===== config.mk =====
export PLATFORM = sky130hd
export DESIGN_NAME = keypad_scanner_flat
export DESIGN_NICKNAME = d
export VERILOG_FILES = /design/src/rtl/keypad_pkg.sv /design/src/rtl/keypad_scanner_if.sv /design/src/rtl/keypad_scanner_sync2.sv /design/src/rtl/keypad_scanner.sv /design/src/flat_wrapper.sv
export SDC_FILE = /design/constraint.sdc
export NUM_CORES = 1
export LEC_CHECK = 0
export BUFFER_PORTS_ARGS = -buffer_cell sky130_fd_sc_hd__buf_2
export CAP_MARGIN = 20
export CORE_UTILIZATION = 60
export CTS_CLUSTER_DIAMETER = 60
export DETAILED_ROUTE_END_ITERATION = 10
export PLACE_DENSITY = 0.78
export SLEW_MARGIN = 20
export SYNTH_ARGS = -nofsm -noshare
export SYNTH_HDL_FRONTEND = slang
export SYNTH_SLANG_ARGS = --single-unit
export TNS_END_PERCENT = 50

===== constraint.sdc =====
create_clock -name clk -period 9 [get_ports clk]
set_clock_uncertainty 0.1 [all_clocks]
set_input_delay 1.8 -clock clk [delete_from_list [all_inputs] [get_ports clk]]
set_output_delay 1.8 -clock clk [all_outputs]
set_load 0.1 [all_outputs]

===== src/rtl/keypad_pkg.sv =====
// rtl/keypad_pkg.sv - shared state encoding, key codes and key map helpers for the keypad scanner
package keypad_pkg;

    typedef enum logic [1:0] {
        SCAN     = 2'd0,
        DEBOUNCE = 2'd1,
        HELD     = 2'd2
    } state_e;

    localparam logic [3:0] KEY_A    = 4'd10;
    localparam logic [3:0] KEY_B    = 4'd11;
    localparam logic [3:0] KEY_C    = 4'd12;
    localparam logic [3:0] KEY_D    = 4'd13;
    localparam logic [3:0] KEY_STAR = 4'd14;
    localparam logic [3:0] KEY_HASH = 4'd15;

    function automatic logic [3:0] key_code(input logic [1:0] row, input logic [1:0] col);
        logic [3:0] code;
        case ({row, col})
            4'b00_00: code = 4'd1;
            4'b00_01: code = 4'd2;
            4'b00_10: code = 4'd3;
            4'b00_11: code = KEY_A;
            4'b01_00: code = 4'd4;
            4'b01_01: code = 4'd5;
            4'b01_10: code = 4'd6;
            4'b01_11: code = KEY_B;
            4'b10_00: code = 4'd7;
            4'b10_01: code = 4'd8;
            4'b10_10: code = 4'd9;
            4'b10_11: code = KEY_C;
            4'b11_00: code = KEY_STAR;
            4'b11_01: code = 4'd0;
            4'b11_10: code = KEY_HASH;
            default:  code = KEY_D;
        endcase
        return code;
    endfunction

    function automatic logic is_onehot4(input logic [3:0] v);
        return (v != 4'd0) && ((v & (v - 4'd1)) == 4'd0);
    endfunction

    function automatic logic [1:0] onehot_idx(input logic [3:0] v);
        logic [1:0] idx;
        case (v)
            4'b0010: idx = 2'd1;
            4'b0100: idx = 2'd2;
            4'b1000: idx = 2'd3;
            default: idx = 2'd0;
        endcase
        return idx;
    endfunction

endpackage


===== src/rtl/keypad_scanner_if.sv =====
// rtl/keypad_scanner_if.sv - keypad matrix and key-code output bundle
interface keypad_scanner_if;
    logic [3:0] LINE;
    logic [3:0] COLLUMMN;
    logic [3:0] keyword;
    logic       key_valid;
    logic       key_held;

    modport master (
        output LINE,
        output keyword,
        output key_valid,
        output key_held,
        input  COLLUMMN
    );

    modport slave (
        input  LINE,
        input  keyword,
        input  key_valid,
        input  key_held,
        output COLLUMMN
    );
endinterface


===== src/rtl/keypad_scanner_sync2.sv =====
// rtl/keypad_scanner_sync2.sv - parameterised-width two-flop synchronizer with loadable reset value
module sync2 #(
    parameter int W = 1
) (
    input  logic         i_clk,
    input  logic         i_rst,
    input  logic [W-1:0] i_rst_val,
    input  logic [W-1:0] i_d,
    output logic [W-1:0] o_q
);
    logic [W-1:0] r_meta;
    logic [W-1:0] r_q;

    always_ff @(posedge i_clk) begin
        if (i_rst) begin
            r_meta <= i_rst_val;
            r_q    <= i_rst_val;
        end else begin
            r_meta <= i_d;
            r_q    <= r_meta;
        end
    end

    assign o_q = r_q;
endmodule


===== src/rtl/keypad_scanner.sv =====
// rtl/keypad_scanner.sv - 4x4 keypad row scanner with press/release debounce and one-cycle key strobe
module keypad_scanner
    import keypad_pkg::*;
#(
    parameter int SCAN_DIV        = 1000,
    parameter int DEBOUNCE_CYCLES = 500000
) (
    input  logic              clk,
    input  logic              rst,
    keypad_scanner_if.master  kp
);
    localparam int CW = $clog2(DEBOUNCE_CYCLES + 1);
    localparam int DW = $clog2(SCAN_DIV);
    localparam logic [CW-1:0] CNT_DONE = CW'(DEBOUNCE_CYCLES);
    localparam logic [DW-1:0] DIV_LAST = DW'(SCAN_DIV - 1);

    localparam logic [1:0] S_SCAN     = SCAN;
    localparam logic [1:0] S_DEBOUNCE = DEBOUNCE;
    localparam logic [1:0] S_HELD     = HELD;

    logic [1:0]    r_state;
    logic [1:0]    r_row;
    logic [DW-1:0] r_div;
    logic [CW-1:0] r_cnt;
    logic [3:0]    r_col_oh;
    logic [3:0]    r_keyword;
    logic          r_key_valid;
    logic          r_key_held;

    logic [3:0]    w_col_sync;
    logic [3:0]    w_col_s;
    logic [CW-1:0] w_cnt_nxt;
    logic [3:0]    w_row_onehot;

    // Idle columns read high through the pull-ups, so the synchronizer resets to all ones.
    sync2 #(.W(4)) u_col_sync (
        .i_clk     (clk),
        .i_rst     (rst),
        .i_rst_val (4'hF),
        .i_d       (kp.COLLUMMN),
        .o_q       (w_col_sync)
    );

    assign w_col_s      = ~w_col_sync;
    assign w_cnt_nxt    = r_cnt + CW'(1);
    assign w_row_onehot = 4'b0001 << r_row;

    always_ff @(posedge clk) begin
        if (rst) begin
            r_state     <= S_SCAN;
            r_row       <= 2'd0;
            r_div       <= '0;
            r_cnt       <= '0;
            r_col_oh    <= 4'd0;
            r_keyword   <= 4'd0;
            r_key_valid <= 1'b0;
            r_key_held  <= 1'b0;
        end else begin
            r_key_valid <= 1'b0;
            case (r_state)
                S_SCAN: begin
                    if (r_div == DIV_LAST) begin
                        r_div <= '0;
                        if (is_onehot4(w_col_s)) begin
                            r_col_oh <= w_col_s;
                            r_cnt    <= '0;
                            r_state  <= S_DEBOUNCE;
                        end else begin
                            r_row <= r_row + 2'd1;
                        end
                    end else begin
                        r_div <= r_div + DW'(1);
                    end
                end
                S_DEBOUNCE: begin
                    if (w_col_s == r_col_oh) begin
                        if (w_cnt_nxt == CNT_DONE) begin
                            r_cnt       <= '0;
                            r_state     <= S_HELD;
                            r_keyword   <= key_code(r_row, onehot_idx(r_col_oh));
                            r_key_valid <= 1'b1;
                            r_key_held  <= 1'b1;
                        end else begin
                            r_cnt <= w_cnt_nxt;
                        end
                    end else begin
                        r_cnt   <= '0;
                        r_div   <= '0;
                        r_state <= S_SCAN;
                    end
                end
                S_HELD: begin
                    // Any contact on the held row (including a second key) restarts the release count.
                    if (w_col_s == 4'd0) begin
                        if (w_cnt_nxt == CNT_DONE) begin
                            r_cnt      <= '0;
                            r_div      <= '0;
                            r_key_held <= 1'b0;
                            r_row      <= r_row + 2'd1;
                            r_state    <= S_SCAN;
                        end else begin
                            r_cnt <= w_cnt_nxt;
                        end
                    end else begin
                        r_cnt <= '0;
                    end
                end
                default: begin
                    r_state <= S_SCAN;
                end
            endcase
        end
    end

    assign kp.LINE      = ~w_row_onehot;
    assign kp.keyword   = r_keyword;
    assign kp.key_valid = r_key_valid;
    assign kp.key_held  = r_key_held;
endmodule


===== src/flat_wrapper.sv =====
// flat-port wrapper written by rule: the top's interface ports become plain ports
module keypad_scanner_flat import keypad_pkg::*;
#(
    parameter int SCAN_DIV        = 1000,
    parameter int DEBOUNCE_CYCLES = 500000
)
  (clk, rst, kp_LINE, kp_keyword, kp_key_valid, kp_key_held, kp_COLLUMMN);
  keypad_scanner_if kp_i ();
  input  logic clk;
  input  logic rst;
  output wire logic [$bits(kp_i.LINE)-1:0] kp_LINE;
  output wire logic [$bits(kp_i.keyword)-1:0] kp_keyword;
  output wire logic [$bits(kp_i.key_valid)-1:0] kp_key_valid;
  output wire logic [$bits(kp_i.key_held)-1:0] kp_key_held;
  input wire logic [$bits(kp_i.COLLUMMN)-1:0] kp_COLLUMMN;
  assign kp_LINE = kp_i.LINE;
  assign kp_keyword = kp_i.keyword;
  assign kp_key_valid = kp_i.key_valid;
  assign kp_key_held = kp_i.key_held;
  assign kp_i.COLLUMMN = kp_COLLUMMN;
  keypad_scanner #(.SCAN_DIV(SCAN_DIV), .DEBOUNCE_CYCLES(DEBOUNCE_CYCLES)) u_core (.clk(clk), .rst(rst), .kp(kp_i));
endmodule

# --- Yosys cells after proc, flatten, opt, wreduce, memory -nomap -nowiden ---
# Memories as Yosys holds them, arrays and structs flattened. A register that Yosys moved wholly into a read port is not among the register bits.
# Index checks and enable logic that the tools add are counted.
classes:
  add_sub_neg: 4
  eq_ne: 17
  shift: 1
  mux: 34
  n_bitwise: 5
  n_reduce_logical: 16
op_table:
  columns: ["op", "count"]
  rows:
  - ["two-way mux 19 bit", 5]
  - ["case mux 19 bit (3 select lines)", 1]
  - ["two-way mux 10 bit", 4]
  - ["case mux 10 bit (3 select lines)", 1]
  - ["two-way mux 2 bit", 14]
  - ["adder 19 x 1 -> 19 bit, second input constant", 1]
  - ["equality test 19 bit, second input constant", 1]
  - ["AND reduction 5 bit", 3]
  - ["!= test 2 x 1 -> 1 bit, second input constant", 6]
  - ["case mux 2 bit (3 select lines)", 2]
  - ["adder 10 x 1 -> 10 bit, second input constant", 1]
  - ["equality test 10 bit, second input constant", 1]
  - ["AND reduction 3 bit", 3]
  - ["logical NOT 4 bit", 2]
  - ["NOT 4 bit", 2]
  - ["two-way mux 1 bit", 5]
  - ["AND 4 bit", 1]
  - ["equality test 4 x 2 -> 1 bit, second input constant", 1]
  - ["equality test 4 x 3 -> 1 bit, second input constant", 1]
  - ["equality test 4 bit", 1]
  - ["equality test 4 bit, second input constant", 1]
  - ["!= test 2 bit, second input constant", 2]
  - ["case mux 2 bit (2 select lines)", 1]
  - ["AND reduction 4 bit", 1]
  - ["other kinds (14)", 16]
totals:
  regBits: 47
  romBits: 64
  input_bits: 6
  output_inout_bits: 10
  word_cells: 87
  memories: 1
memory_table:
  columns: ["name", "words", "word_bits", "rd", "rd_ports_with_merged_regs", "wr", "line_no", "text"]
  rows:
  - ["(no name shown)", 16, 4, 1, 1, 0, "keypad_pkg.sv:19", "case ({row, col})"]

# --- Longest topological paths before layout ---
depth:
  ltp_word: 8
  ltp_mapped: 9

# --- Cells and area by module ---
# A second synthesis with hierarchy kept.
unflattened:
  cells_unflattened: 392
  area_unflattened_um2: 3209.3
modules_own_cells:
  columns: ["module", "n_inst", "cells_each", "area_per_inst_um2", "seq_area_each_um2"]
  rows:
  - ["keypad_scanner", 1, 375, 2917.8, 860.8]
  - ["sync2", 1, 17, 291.5, 160.2]

# --- Worst setup path after synthesis ---
# Ideal clock, no wire load.
synth_path:
  kind: "reg2out"
  start: "register u_core.r_row[0]"
  end: "output kp_LINE[0]"
  t_arrival_ns: 1.502
  t_required_ns: 7.100
  path_slack_ns: 5.598
  stages_incl_launch_ff: 5
  cell_sequence: "dfxtp_1 -> clkbuf_1 -> inv_1 -> ha_1 -> inv_1"
synth_via:
  elab_chain_len: 2
synth_rtl:
  columns: ["item", "line_no", "text"]
  rows:
  - ["from (decl)", "keypad_scanner.sv:22", "logic [1:0] r_row;"]
  - ["from (signal assigned)", "keypad_scanner.sv:69", "r_row <= r_row + 2'd1;"]
  - ["from (signal assigned)", "keypad_scanner.sv:99", "r_row <= r_row + 2'd1;"]
  - ["left shift 1 x 2 -> 4 bit", "keypad_scanner.sv:46", "assign w_row_onehot = 4'b0001 << r_row;"]
  - ["NOT 4 bit", "keypad_scanner.sv:115", "assign kp.LINE = ~w_row_onehot;"]
  - ["to (decl)", "flat_wrapper.sv:11", "output wire logic [$bits(kp_i.LINE)-1:0] kp_LINE;"]
# No other way between the ends.

# --- Worst setup path in the final report ---
# Ends and elaborated chain as after synthesis.

==> summary by stage <==
STA
For the finished layout, the period the worst path requires is roughly 3.6 ns. The period utilization is 0.4005. The total negative slack is 0 ns. Once routing completed, OpenROAD measured the worst setup slack at 5.396 ns. The number of failing setup endpoints in the final timing report is 0. Static timing analysis puts the maximum clock frequency at roughly 0.28 GHz. Setup repair after global routing left no endpoint under its margin. The actual transition at the worst max-transition pin is ~0.93 ns.

The max-slew headroom at the worst pin is 0.3785. The count of pins over their slew limit is 0. The number of hold violations in the final report is 0.

Yosys
Of the total synthesized cell area, the portion taken by XOR and XNOR cells is 0.03644. Counting flops with a built-in enable in the synthesized netlist gives 0. Yosys instantiated no cell more often than dfxtp_1. The synthesized-area fraction occupied by and/or/nand/nor cells is 0.2940. The portion of synthesized area spent on multiplexers is 0.02002. The flip-flop cell with the highest count after synthesis is dfxtp_1. Yosys attributes the largest share of cell area to dfxtp_1 33%, ha_1 6.0%, nor2_1 4.6%. Counting flops with an async set or reset pin after synthesis yields a share of 0. Synthesis instantiated 51 different standard cells from the library. Of the synthesized area, sequential elements account for 0.3268. The largest total area in the synthesized netlist belongs to dfxtp_1. Counting instances in the post-synthesis netlist gives the leading cell types as 51 x dfxtp_1, 38 x nor2_1, 28 x nand2_1. The area fraction in compound gates after synthesis was 0.1990. After synthesis, the largest family of logic cells by area is simple AND/OR/NAND/NOR gates. The share of synthesized area in the top cell type comes to 0.3268. The mean instance size in the synthesized netlist is between 7 and 8 sq um. The total number of yosys warnings is 0. The register bit total from synthesis is 51.

Of the total synthesized cell area, the portion taken by full adders, half adders and majority gates is 0.06007. The synthesized netlist net count is between 400 and 500. The number of standard cells after synthesis is slightly below 400.

The synthesized netlist occupies a cell area of 3124 sq um.

Global routing
Entering global routing, the biggest net connects 49 pins. The initial antenna violation count is 0. Across every metal layer, demand over resource in global routing totals 0.2536.

The first-pass GRT wire length is between 10 and 15 mm. The total congestion overflow is 0. The number of global-route vias before repair came to between 2000 and 2500.

Worst setup path
The worst setup path is launched from a flop. The most repeated library cell on the critical path is inv_1. Data on the critical path arrives at its endpoint at 1.70 ns. Grouping stages by cell kind, the critical path spends the most delay in buffers and inverters. For the worst flop-to-flop path, the logic depth is 8. For this design, the slowest cell found on the critical path is dfxtp_1. The capture point of the worst reg-to-reg path is u_core.r_row[0]. STA classifies the critical path endpoint as an output pin. The worst stage delay on the critical path is 0.53 ns. The origin of the critical flop-to-flop path is u_core.r_cnt[0]. Together, buffers and inverters on the worst path number 3. The type of the worst setup path is reg2out. The reg-to-reg setup timing slack is roughly 5.6 ns. The largest fanout of any net on the critical path is 11.

Traced cell by cell, the critical path runs through inv_1, ha_1, inv_1, buf_2. The required time of the worst setup path is 7.10 ns.

Power and ir drop
In this run the power spent charging and discharging nets is 92.55 uW. The internal power of the cells is about 330 uW. Overall power consumption after layout is estimated at 418.5 uW. Of the total power, the share spent switching nets is 0.2212.

The worst supply voltage drop on vdd is 0.1062 mV. The leakage dissipation is 1.219 nW. The share of total power dissipated in sequential elements is 0.554. The power density over the cells is ~130 nW/um^2. The share of total power dissipated in combinational logic is 0.036.

Of the total power, the clock network draws 0.410.

Placed design
The placer's final routability congestion estimate is between 0.8 and 0.9. The area after detailed placement is roughly 3200 sq um. The total half-perimeter wirelength after legalization and detailed placement is roughly 4.6 mm. Input and output buffers added on the ports amount to 15. Timing analysis after detailed placement gives a worst setup slack of 5.298 ns.

Clocking
The total clock buffers created by CTS is 5. The clock tree from TritonCTS is done. Post-CTS repair changed the size of 0 cells.

Clock tree synthesis found a total of 51 sinks. The worst-case clock buffer depth is 2. Clock-pin slew was measured on the worst setup and hold paths at around 0.1 ns. Clock latency on the worst-skew pair, taken at its later pin, is around 0.31 ns. The maximum level of the CTS H-tree is 2. The number of hold buffers added after CTS was 0. Post-CTS timing repair inserted 0 buffers for setup. The CTS root buffer is clkbuf_8.

Job
The max capacitance violation total is 0.

Worst hold path
Along the worst hold path, the cell count comes to 1. The worst min-delay path class is reg2reg. The worst hold path begins at u_core.u_col_sync.r_meta[2]. The endpoint of the worst hold-timing path is u_core.u_col_sync.o_q[2].

Die
The die is between 70 and 80 um tall. The die covers ~5500 sq um. During I/O placement, the number of pins put on the boundary was 16. After floorplanning, the core was divided into 25 placement rows. The core region is 4880 sq um. The width of the die is roughly 74 um.

For this configuration, the core starts out at a cell density of 0.6403.

Finish
The growth of design area from synthesis to finish is 5.727%. The layout cell share with drive strength beyond 1 is 0.1199. Once layout is done, the placed cells without fillers occupy 3303 sq um.

The final layout contains slightly above 400 nets. The repair_antennas step left the layout with diodes totalling 0. Once layout is complete, the utilization of the core stands at 0.6769.

Routing
The number of DRC markers in iteration 0 is between 150 and 200. The count of nets left with antenna violations once routing finished came out at 0. The routed design has 6.709 mm of wire.

The first detailed-routing pass took 5 iterations. The total DRC errors in the routed layout is 0. The wire length per cell is 14.62 um. For this block, the via count after detailed routing is around 2800. In the routed layout, each cell is associated on average with a via count of 6.172.

Status
The flow ran to the end, and the final reports show no timing, DRC or antenna violations.
==> kinds of logic (layout without fill, tap and decap cells) <==
logic type / Yosys count / in the layout
AO/OA/AOI/OAI: 89 / 89
buffers and inverters: 48 / 47
XOR/XNOR: 13 / 13
multiplexers: 6 / 6
AND/OR/NAND/NOR: 171 / 171
flip-flops: 51 / 51
adder cells (fa/ha/maj): 15 / 15
==> routing by layer <==
| metal | up-vias | wire length [um] | global-route usage |
|---|---|---|---|
| met5 | - | 0 | 0 |
| met4 | 0 | 80 | 0.08333 |
| met3 | 7 | 301 | 0.04065 |
| met2 | 69 | 3211 | 0.4394 |
| met1 | 1346 | 3115 | 0.3208 |
| li1 | 1411 | - | - |
==> per-stage QoR <==
stage,hold WS [ns],instances
floorplan,0.2895,393
detailed placement,0.3009,451
global placement,0.2911,451
global route,0.3408,459
CTS,0.3262,459
finish,0.3242,459
==> how the worst max path moves through the flow <==
| stage | from | endpoint | slack (ns) | cells past startpoint |
|---|---|---|---|---|
| after floorplan | u_core.r_row[0] | kp_LINE[0] | 5.60 | 4 |
| after global placement | rst | u_core.r_cnt[5] | 5.34 | 5 |
| after detailed placement | rst | u_core.r_cnt[12] | 5.30 | 5 |
| after CTS | u_core.r_row[0] | kp_LINE[0] | 5.37 | 4 |
| after global routing | u_core.r_row[0] | kp_LINE[2] | 5.27 | 4 |
| final | u_core.r_row[0] | kp_LINE[0] | 5.40 | 4 |
==> final cells by class <==
type | count | area [sq um]
Clock buffer | 6 | 82.58
Inverter | 22 | 82.58
Clock inverter | 2 | 38.79
Sequential cell | 51 | 1021
Tap cell | 67 | 83.83
Timing Repair Buffer | 17 | 90.09
Multi-Input combinational cell | 294 | 1904
Fill cell | 442 | 1577
==> sequential cells by signal, indices dropped and copies added (netlist names), 2 cells and up <==
register and count:
u_core.kp.keyword 4, u_core.r_cnt 19, u_core.r_col_oh 4, u_core.r_div 10, u_core.r_row 2, u_core.r_state 2, u_core.u_col_sync.o_q 4, u_core.u_col_sync.r_meta 4
==> power by group through the flow <==
stage                     Combinational [mW]  Clock [mW]  Sequential, mW
after global routing                  0.0172       0.182           0.232
after detailed placement              0.0153           0           0.237
after global placement                0.0148           0           0.237
final                                 0.0153       0.171           0.232
after CTS                             0.0153       0.174           0.232
after floorplan                       0.0126           0           0.236
==> cell usage in the layout, fill, tap and decap left out, types with 6 or more instances in the layout <==
cell type  count
o31ai_1       12
xor2_1         7
inv_1         22
o21ai_0       15
nand4_1       17
or2_2         13
a32oi_1        9
nor3_1        10
clkbuf_8       6
ha_1          15
xnor2_1        6
buf_2         15
nor2_1        38
nand2_1       28
a21oi_1       25
nand3_1       16
dfxtp_1       51
and3_1        14
o211ai_1       7
(Power assumes the default switching activity.)
